--- config.mk ---
export PLATFORM = sky130hd
export DESIGN_NAME = ram_wr_arbiter
export DESIGN_NICKNAME = d
export VERILOG_FILES = /design/src/rtl/ram_wr_arbiter.sv
export SDC_FILE = /design/constraint.sdc
export NUM_CORES = 1
export LEC_CHECK = 0
export CAP_MARGIN = 20
export CORE_ASPECT_RATIO = 1.5
export CORE_MARGIN = 3
export CORE_UTILIZATION = 39
export CTS_CLUSTER_SIZE = 8
export DETAILED_ROUTE_END_ITERATION = 10
export MAX_ROUTING_LAYER = met4
export PLACE_DENSITY = 0.89
export SETUP_SLACK_MARGIN = 0.15
export SLEW_MARGIN = 20
export SYNTH_ARGS = -nofsm -noshare
export SYNTH_HDL_FRONTEND = slang
export SYNTH_SLANG_ARGS = --single-unit
--- constraint.sdc ---
create_clock -name clk -period 6.8 [get_ports clk]
set_input_delay 1.36 -clock clk [delete_from_list [all_inputs] [get_ports clk]]
set_output_delay 1.36 -clock clk [all_outputs]
set_load 0.02 [all_outputs]
--- src/rtl/ram_wr_arbiter.sv ---
// ram_wr_arbiter
//   Round-robin arbiter that shares the single synchronous write port of a
//   3-port RAM between NUM_REQ valid/ready requesters. The winning command is
//   registered and drives write_enable/w_addr/w_data one cycle after the
//   handshake.
//   Optional feature macro: RAM_WR_ARB_SCRUB_EN. When it is defined, a
//   power-on scrub zero-fills every RAM address before arbitration starts.
module ram_wr_arbiter #(
   parameter int NUM_REQ    = 4,
   parameter int ADDR_WIDTH = 3,
   parameter int DATA_WIDTH = 8
) (
   input  logic                            clk,
   input  logic                            rst_n,
   input  logic [NUM_REQ-1:0]              req_valid,
   input  logic [NUM_REQ*ADDR_WIDTH-1:0]   req_addr,
   input  logic [NUM_REQ*DATA_WIDTH-1:0]   req_data,
   output logic [NUM_REQ-1:0]              req_ready,
   output logic                            write_enable,
   output logic [ADDR_WIDTH-1:0]           w_addr,
   output logic [DATA_WIDTH-1:0]           w_data,
   output logic [$clog2(NUM_REQ)-1:0]      grant_id,
   output logic                            init_done
);

   localparam int GID_W = $clog2(NUM_REQ);
   // One extra bit so pointer + offset can exceed NUM_REQ before wrapping
   localparam int PW    = GID_W + 1;
   localparam logic [PW-1:0] NUM_REQ_P = PW'(NUM_REQ);

   // Registered command stage and round-robin pointer
   logic [GID_W-1:0]      r_rr_ptr;
   logic                  r_we;
   logic [ADDR_WIDTH-1:0] r_addr;
   logic [DATA_WIDTH-1:0] r_data;
   logic [GID_W-1:0]      r_gid;

   // Arbitration results
   logic                  w_arb_en;
   logic                  w_found;
   logic [GID_W-1:0]      w_win;
   logic [PW-1:0]         w_idx;
   logic [NUM_REQ-1:0]    w_ready;
   logic [ADDR_WIDTH-1:0] w_win_addr;
   logic [DATA_WIDTH-1:0] w_win_data;
   logic [PW-1:0]         w_ptr_sum;
   logic [GID_W-1:0]      w_next_ptr;

   // Scrub control as seen by the command stage
   logic                  w_scrub_act;
   logic [ADDR_WIDTH-1:0] w_scrub_addr;

   // Next values of the command stage
   logic                  w_we_nxt;
   logic [ADDR_WIDTH-1:0] w_addr_nxt;
   logic [DATA_WIDTH-1:0] w_data_nxt;
   logic [GID_W-1:0]      w_gid_nxt;

`ifdef RAM_WR_ARB_SCRUB_EN
   typedef enum logic [0:0] {
      ST_INIT = 1'b0,
      ST_ARB  = 1'b1
   } state_t;

   state_t                r_state;
   state_t                w_state_nxt;
   logic [ADDR_WIDTH-1:0] r_cnt;
   logic [ADDR_WIDTH-1:0] w_cnt_nxt;

   // Scrub FSM state and address counter; reset always restarts at address 0
   always_ff @(posedge clk or negedge rst_n) begin
      if (!rst_n) begin
         r_state <= ST_INIT;
         r_cnt   <= {ADDR_WIDTH{1'b0}};
      end else begin
         r_state <= w_state_nxt;
         r_cnt   <= w_cnt_nxt;
      end
   end

   // Scrub FSM next state: walk every address once, then arbitrate forever
   always_comb begin
      w_state_nxt = r_state;
      w_cnt_nxt   = r_cnt;
      case (r_state)
         ST_INIT: begin
            w_cnt_nxt = r_cnt + {{(ADDR_WIDTH-1){1'b0}}, 1'b1};
            if (r_cnt == {ADDR_WIDTH{1'b1}}) begin
               w_state_nxt = ST_ARB;
            end else begin
               w_state_nxt = ST_INIT;
            end
         end
         ST_ARB: begin
            w_state_nxt = ST_ARB;
            w_cnt_nxt   = r_cnt;
         end
         default: begin
            w_state_nxt = ST_INIT;
            w_cnt_nxt   = {ADDR_WIDTH{1'b0}};
         end
      endcase
   end

   assign w_arb_en     = (r_state == ST_ARB);
   assign w_scrub_act  = (r_state == ST_INIT);
   assign w_scrub_addr = r_cnt;
`else
   // Without scrub, arbitration is live whenever reset is released
   assign w_arb_en     = rst_n;
   assign w_scrub_act  = 1'b0;
   assign w_scrub_addr = {ADDR_WIDTH{1'b0}};
`endif

   // Round-robin search: first valid requester starting at r_rr_ptr
   always_comb begin
      w_found = 1'b0;
      w_win   = {GID_W{1'b0}};
      w_idx   = {PW{1'b0}};
      for (int k = 0; k < NUM_REQ; k++) begin
         w_idx = {1'b0, r_rr_ptr} + PW'(k);
         if (w_idx >= NUM_REQ_P) begin
            w_idx = w_idx - NUM_REQ_P;
         end else begin
            w_idx = w_idx;
         end
         if (!w_found && w_arb_en && req_valid[w_idx[GID_W-1:0]]) begin
            w_found = 1'b1;
            w_win   = w_idx[GID_W-1:0];
         end else begin
            w_found = w_found;
         end
      end
   end

   // One-hot ready for the winner, plus pointer advance past the winner
   always_comb begin
      w_ready   = {NUM_REQ{1'b0}};
      w_ptr_sum = {1'b0, w_win} + {{(PW-1){1'b0}}, 1'b1};
      if (w_found) begin
         w_ready[w_win] = 1'b1;
      end else begin
         w_ready = {NUM_REQ{1'b0}};
      end
      if (w_ptr_sum >= NUM_REQ_P) begin
         w_next_ptr = {GID_W{1'b0}};
      end else begin
         w_next_ptr = w_ptr_sum[GID_W-1:0];
      end
   end

   assign w_win_addr = req_addr[int'(w_win)*ADDR_WIDTH +: ADDR_WIDTH];
   assign w_win_data = req_data[int'(w_win)*DATA_WIDTH +: DATA_WIDTH];

   // Command selection: scrub write, granted request, or idle (addr/data/id hold)
   always_comb begin
      w_we_nxt   = 1'b0;
      w_addr_nxt = r_addr;
      w_data_nxt = r_data;
      w_gid_nxt  = r_gid;
      if (w_scrub_act) begin
         w_we_nxt   = 1'b1;
         w_addr_nxt = w_scrub_addr;
         w_data_nxt = {DATA_WIDTH{1'b0}};
      end else if (w_found) begin
         w_we_nxt   = 1'b1;
         w_addr_nxt = w_win_addr;
         w_data_nxt = w_win_data;
         w_gid_nxt  = w_win;
      end else begin
         w_we_nxt   = 1'b0;
      end
   end

   // Command register and round-robin pointer update on handshake
   always_ff @(posedge clk or negedge rst_n) begin
      if (!rst_n) begin
         r_we     <= 1'b0;
         r_addr   <= {ADDR_WIDTH{1'b0}};
         r_data   <= {DATA_WIDTH{1'b0}};
         r_gid    <= {GID_W{1'b0}};
         r_rr_ptr <= {GID_W{1'b0}};
      end else begin
         r_we   <= w_we_nxt;
         r_addr <= w_addr_nxt;
         r_data <= w_data_nxt;
         r_gid  <= w_gid_nxt;
         if (w_found) begin
            r_rr_ptr <= w_next_ptr;
         end else begin
            r_rr_ptr <= r_rr_ptr;
         end
      end
   end

   assign req_ready    = w_ready;
   assign write_enable = r_we;
   assign w_addr       = r_addr;
   assign w_data       = r_data;
   assign grant_id     = r_gid;
   assign init_done    = w_arb_en;

endmodule
==> impl.org, run 1 <==
** Routing
- Mean number of vias per cell :: between 5 and 6
- Routed vias :: 1226
- The detail route stage leaves a number of antenna-violating nets equal to 0.
- Number of iterations in the first detailed-routing pass :: 4
- In the routed design, unresolved DRC markers number 0.
- After the first detailed-routing iteration, the DRC count stood at 28.
- Detailed Route WL :: roughly 3.8 mm
- Dividing the detail-routed wire length by the instance count gives ~18 um.

** Timing
- Final Cycle Share :: between 70% and 80%
- The max-slew violation count was 0.
- Worst slew margin relative to its limit :: between 30 and 40%
- Worst Skew :: 0.00200 ns
- For the final routed database, the setup TNS stands at 0 ns.
- The worst path needs 5.37 ns of the cycle, external delays included.
- Hold violation total from the final report :: 0
- At the pin with the least slew margin, the transition time is 0.987 ns.
- Setup violations remaining at the end of the flow were counted as 0.
- Setup repair after global routing left no endpoint under its margin.
- Maximum clock rate :: 186 MHz

** Worst setup path
- Critical setup path kind :: in2out
- Endpoint of the worst register-to-register path :: w_data[5]
- The worst register-to-register path begins at r_rr_ptr[0].
- STA classifies the critical path endpoint as an output pin.
- Largest fanout on the critical path :: 17
- The most critical setup path has its startpoint at req_valid[2].
- Signal arrival time at the worst endpoint :: approximately 4.0 ns
- The worst register-to-register path has a setup slack of around 4.6 ns.
- WP data required :: 5.44 ns
- Critical Path Start Type :: primary input
- Reg2Reg Depth :: 6

** Die
- Measured along the x axis, the die boundary spans around 50 um.
- Die Height :: just over 70 um
- Starting utilization of the core area :: between 40% and 50%
- In this run the count of I/O pins placed on the die edge is 69.
- Core box area :: 2710 sq um
- The floorplan has 23 rows.
- The floorplan step defined a die boundary enclosing 3520 sq um.

** Clock tree
- CTS Hold Buffers Added :: 0
- CTS built an H-tree with a depth of 1.
- The tree built by TritonCTS fans out to 16 sinks.
- In this run, CTS created clock tree buffers numbering 3.
- The longest clock path from root to sink contains 2 buffers.
- Clock Tree Root :: sky130_fd_sc_hd__clkbuf_8
- Clk slew on worst S/H paths :: 0.06 ns
- Number of cells upsized or downsized after cts :: 0
- TritonCTS built the clock tree.
- Setup bufs post-CTS :: 0
- Clock network latency to the later pin of the worst-skew pair :: 0.25 ns

** GRT
- Vias in the first global route :: 1261
- Antenna violations before repair :: 0
- Overall overflow remaining after global route :: 0
- Pin count of the biggest net entering global routing :: 29
- All-layer global routing usage :: approximately 23%
- Global-route wire length before repair :: 5.95 mm

** Logic synthesis
- Post-synthesis register bit count :: 16
- Proportion of netlist area held by the largest area contributor :: 36.2%
- Synth cell types :: 35
- Nets in the synthesized netlist :: 160
- Number of instances in the synthesized netlist :: ~110
- Per-instance average area after synthesis :: 10.1 sq um
- Cell area after synthesis :: around 1100 sq um
- Proportion of synthesized chip area in sequential cells :: 36.2%
- Total number of yosys warnings :: 0
- Synth top area cells :: sky130_fd_sc_hd__dfrtp_1 (36%), sky130_fd_sc_hd__mux2i_1 (12%), sky130_fd_sc_hd__nand2_1 (5.1%)
- Cell accounting for the most synthesized area :: sky130_fd_sc_hd__dfrtp_1

** Power
- Sw Ratio :: 40.4%
- The share of total power dissipated in combinational logic is a little under three fifths.
- The internal power of the cells totals approximately 0.32 mW.
- For this design the static power due to leakage is 0.814 nW.
- Worst VDD drop :: 0.183 mV
- Power density over the cells :: 289 nW/um^2
- Reg power frac :: around 30%
- Clock share of power :: 13.6%
- The analysis attributes to net switching a power of 0.215 mW.

** Layout
- Of the cells placed in the final design, the portion with a size suffix greater than 1 is 6.82%.
- Antenna Cells :: 0
- Leaving out fill and tap cells, the most frequent cells in the layout are sky130_fd_sc_hd__clkdlybuf4s50_1 (68), sky130_fd_sc_hd__dfrtp_1 (16), sky130_fd_sc_hd__nand2_1 (15).
- Final nets :: 229
- Leaving out fill and tap cells, the most frequent cell in the layout is sky130_fd_sc_hd__clkdlybuf4s50_1.
- Cells fill 68.0% of the core in the end.
- Synthesis-to-layout area growth :: 66.4%

** Hold path
- The path class of the tightest hold or removal check is reg2reg.
- Worst Hold Depth :: 2
- The path with the worst hold slack has its endpoint at grant_id[0].
- Worst hold path startpoint :: grant_id[0]

** Placed design
- Post-detailed-placement half-perimeter wirelength :: 2.92 mm
- Input and output buffers added on the ports amount to 68.
- Routability cong. :: 0.751

** Job
- Number of max-cap violations :: 0

** Outcome
- The run finished with clean final reports.
## worst max-delay path, cell delays in order
cell	delay (ns)
sky130_fd_sc_hd__clkdlybuf4s50_1	0.54
sky130_fd_sc_hd__o41ai_4	0.97
sky130_fd_sc_hd__inv_2	0.23
sky130_fd_sc_hd__nand2_1	0.28
sky130_fd_sc_hd__nor2_1	0.07
sky130_fd_sc_hd__clkdlybuf4s50_1	0.55
## per-layer routing
metal  track usage [%]  routed length, um  up-vias
met5                 -                  0        -
met4              14.2                157        0
met3              1.46                110       14
met2              39.9               2210       46
met1              24.6               1340      599
li1                  -                  -      567
## per-stage QoR
step / hold WS [ns] / worst slack, ns / instance area (sq um) / power, mW / std cells
2_1_floorplan: 0.559 / 2.60 / 1110 / 0.328 / 109
3_3_place_gp: 0.462 / 1.54 / 1800 / 0.446 / 210
3_5_place_dp: 0.467 / 1.47 / 1800 / 0.459 / 210
4_1_cts: 0.483 / 1.46 / 1840 / 0.533 / 213
5_1_grt: 0.508 / 1.28 / 1840 / 0.560 / 213
6_report: 0.474 / 1.43 / 1840 / 0.532 / 213
## how the worst max path moves through the flow
stage / cells past startpoint / slack (ns) / endpoint
CTS: 6 / 1.46 / req_ready[1]
floorplan: 7 / 2.60 / req_ready[2]
global placement: 6 / 1.54 / req_ready[1]
global route: 6 / 1.28 / req_ready[1]
detailed placement: 6 / 1.47 / req_ready[1]
finish: 6 / 1.43 / req_ready[1]
## power by group through the flow
| stage | clock [mW] | sequential [mW] | combinational [mW] |
|---|---|---|---|
| 2_1_floorplan | 0 | 0.195 | 0.134 |
| 3_3_place_gp | 0 | 0.158 | 0.288 |
| 3_5_place_dp | 0 | 0.160 | 0.299 |
| 4_1_cts | 0.0730 | 0.159 | 0.301 |
| 5_1_grt | 0.0770 | 0.164 | 0.319 |
| 6_report | 0.0725 | 0.160 | 0.299 |
## cell usage after synthesis (all sizes together)
master / instances
o211ai: 5
a21boi: 1
a211oi: 2
o221ai: 6
buf: 5
dfrtp: 16
nand3: 1
and2: 1
and3: 1
and3b: 1
o41ai: 1
a221oi: 1
a32o: 5
nand4: 5
nor3b: 1
nand2: 15
a211o: 5
o21ai: 2
or4b: 1
nor2: 3
o211a: 1
inv: 4
a221o: 1
a21o: 1
ha: 1
clkbuf: 1
mux2i: 13
a21oi: 6
nor2b: 2
o21a: 1
## sequential cells by signal, indices dropped and copies added (netlist names)
register / flops
w_data: 8
w_addr: 3
grant_id: 2
r_rr_ptr: 2
write_enable: 1
## cell families after synthesis
| family | after synthesis | share of synthesized area (%) |
|---|---|---|
| adder cells (fa/ha/maj) | 1 | 1.13 |
| multiplexers | 13 | 11.8 |
| AND/OR/NAND/NOR | 31 | 14.5 |
| flip-flops | 16 | 36.2 |
| AO/OA/AOI/OAI | 38 | 30.7 |
| buffers and inverters | 10 | 5.77 |
## layout make-up
class,instances,area [sq um]
Clock buffer,3,41.3
Fill cell,234,865
Inverter,4,15.0
Multi-Input combinational cell,83,642
Sequential cell,16,400
Tap cell,37,46.3
Timing Repair Buffer,70,696
(Power assumes the default switching activity.)
==> run 2: changes to the inputs <==
Settings changed: CORE_UTILIZATION 39 to 33, PLACE_DENSITY 0.89 to 0.81.
Clock period 6.8 ns to 4.7 ns, I/O delays scaled along.
==> impl.org, run 2 (synthesis results as in run 1) <==
** Worst setup path
- Cell seen most often among critical-path stages :: sky130_fd_sc_hd__clkdlybuf4s50_1
- The worst reg-to-reg setup slack is 2.58 ns (-1.99 ns).
- The largest incremental delay on the critical path was 0.87 ns (-0.10 ns).
- The arrival time reported for the critical path endpoint came to 3.43 ns (-0.58 ns).
- Reg2Reg Launch Point :: r_rr_ptr[0]
- The peak fanout along the critical path came to 17 (unchanged).
- WP data required :: 3.76 ns (-1.68 ns)
- Critical setup path kind :: in2out
- Cell family contributing the most delay on the critical path :: buffers and inverters
- STA classifies the critical path startpoint as a primary input.
- The signal on the critical path passes through clkdlybuf4s50_1 -> o41ai_4 -> inv_2 -> nand2_1 -> nor2_1 -> clkdlybuf4s50_1.
- Critical path buffer and inverter count :: 3 (unchanged)
- Reg2Reg Depth :: 6 (unchanged)
- The largest individual stage delay along the critical path comes from the cell sky130_fd_sc_hd__o41ai_4.
- The number of cells on the critical path was 6 (unchanged).
- Endpoint class of the critical path :: output pin
- The endpoint identified for the worst register-to-register timing path is w_data[2].

** Timing
- Pins over their slew limit :: 0 (unchanged)
- Maximum clock rate :: around 230 MHz
- Hold violation total from the final report :: 0 (unchanged)
- The measured slew at the worst slew-check pin is 0.862 ns (-0.125 ns).
- Final Cycle Share :: 92.9%
- The hold slack was 0.485 ns (+0.0111 ns).
- The setup total negative slack is 0 ns (unchanged).
- Unrepaired setup endpoints after global routing :: false
- Worst slew margin relative to its limit :: 42.3% (+8.4 points)
- The count of final setup violators is 0 (unchanged).
- Post-route minimum period :: 4.37 ns
- The largest clock skew in the final design was 0.00335 ns (+0.00135 ns).

** Routing
- Mean number of vias per cell :: 5.40 (-6.2%)
- The total number of vias came to 1182 (-3.6%).
- The average wire per standard cell was 16.0 um (-11%).
- The number of iterations in the first detailed-routing pass is 4 (unchanged).
- The residual DRC count came to 0 (unchanged).
- Detailed Route WL :: 3.50 mm (-8.4%)
- DRC marker count from the first detailed-route iteration :: 29 (+3.6%)
- Post-DRT Antenna Nets :: 0 (unchanged)

** GRT
- Vias in the first global route :: 1225 (-2.9%)
- The total overflow reported by the global router came to 0 (unchanged).
- The maximum number of pins on one net before global-route repair came to 27 (-6.9%).
- All-layer global routing usage :: 18.2% (-4.4 points)
- Global-route wire length before repair :: 5.69 mm (-4.4%)
- The number of antenna violations at the first check in global routing came to 0 (unchanged).

** Clock tree
- H-tree Lvls :: 1 (unchanged)
- The hold buffer count at cts came to 0 (unchanged).
- The clock latency of the later-clocked register in the worst-skew pair is 0.24 ns (about the same).
- Clk slew on worst S/H paths :: 0.06 ns (about the same)
- CTS placed an instance of sky130_fd_sc_hd__clkbuf_8 at the clock tree root.
- The TritonCTS sink count came to 16 (unchanged).
- Deepest clock path buffer count :: 2 (unchanged)
- The post-cts sizing count came to 0 (unchanged).
- The number of post-CTS setup repair buffers was 0 (unchanged).
- Number of buffers added by the clock tree synthesis step :: 3 (unchanged)
- TritonCTS clock tree :: built

** Layout
- The total number of nets in the final design is 232 (+1.3%).
- Antenna Cells :: 0 (unchanged)
- The layout cell share with drive strength beyond 1 is 8.38% (+1.6 points).
- Post-Route Utilization :: 58.5% (-9.5 points)
- Leaving out fill and tap cells, the most frequent cell in the layout is sky130_fd_sc_hd__clkdlybuf4s50_1.
- The post-route cell area was 1870 sq um (+1.4%).
- Synthesis-to-layout area growth :: 68.8%
- In the layout the commonest cells are sky130_fd_sc_hd__clkdlybuf4s50_1 (68), sky130_fd_sc_hd__dfrtp_1 (16), sky130_fd_sc_hd__nand2_1 (15).
- Flip-flop count of the largest register after layout :: 8 (unchanged)

** Placed design
- The placed wire-length estimate after detailed placement was 2.86 mm (-2.1%).
- The number of input and output port buffers inserted came to 68 (unchanged).
- The final RePlAce weighted congestion is 0.859 (+14%).
- Area post-placement :: 1830 sq um (+1.5%)

** Power
- The total power consumption of the routed design came to 0.769 mW (+45%).
- Power density over the cells :: 412 nW/um^2 (+43%)
- The worst supply voltage drop on vdd came to 0.237 mV (+30%).
- P_leak :: 0.828 nW (+1.6%)

** Hold path
- The startpoint identified for the worst hold timing path is grant_id[0].
- Path category of the worst min-delay check :: reg2reg
- Hold endpoint :: grant_id[0]
- The number of cells on the worst hold path was 2 (unchanged).

** Die
- Total die area :: 4100 sq um (+16%)
- The vertical die dimension was 76.9 um (+8.0%).
- Core box area :: 3190 sq um (+18%)
- Starting utilization of the core area :: 34.7% (-6.2 points)
- DIE WIDTH :: 53.3 um (+7.7%)
- Count of standard-cell rows :: 25 (+8.7%)
- The number of placed I/O pins is 69 (unchanged).

** Job
- Number of max-cap violations :: 0 (unchanged)

** Outcome
- The flow ran to the end, and the final reports show no timing, DRC or antenna violations.
==> run 2: worst reg2reg max path, stage by stage, from the launching register on <==
cell and delay [ns]:
sky130_fd_sc_hd__dfrtp_1 0.44, sky130_fd_sc_hd__or4b_1 0.57, sky130_fd_sc_hd__a211oi_2 0.25, sky130_fd_sc_hd__a211oi_4 0.10
sky130_fd_sc_hd__buf_4 0.18, sky130_fd_sc_hd__a32o_1 0.25, sky130_fd_sc_hd__a211o_1 0.23
==> run 2: where the power goes <==
part	total, mW	switching [mW]	internal (mW)
clock	0.0988	0.0421	0.0567
combinational	0.439	0.219	0.220
sequential	0.232	0.0413	0.191
total	0.769	0.302	0.467
==> run 2: final cells by class <==
type	count	area [sq um]
Clock buffer	3	41.3
Fill cell	295	1320
Inverter	4	15.0
Multi-Input combinational cell	83	642
Sequential cell	16	400
Tap cell	40	50.0
Timing Repair Buffer	73	718
==> run 2: worst max path at each step <==
stage | from | end | slack (ns)
2_1_floorplan | rst_n | req_ready[2] | 1.34
3_3_place_gp | req_valid[2] | req_ready[1] | 0.40
3_5_place_dp | req_valid[2] | req_ready[1] | 0.31
4_1_cts | req_valid[2] | req_ready[1] | 0.31
5_1_grt | req_valid[0] | req_ready[1] | 0.16
6_report | req_valid[0] | req_ready[1] | 0.33
==> run 2: routing by layer <==
metal | track usage [%] | routed length (um) | up-vias
met5 | - | 0 | -
met4 | 5.37 | 31 | 0
met3 | 1.75 | 208 | 4
met2 | 31.8 | 1900 | 57
met1 | 21.3 | 1350 | 554
li1 | - | - | 567
==> run 2: metrics by stage <==
step	cells	setup slack [ns]
5_1_grt	219	0.158
2_1_floorplan	109	1.34
3_3_place_gp	216	0.401
4_1_cts	219	0.311
6_report	219	0.332
3_5_place_dp	216	0.307
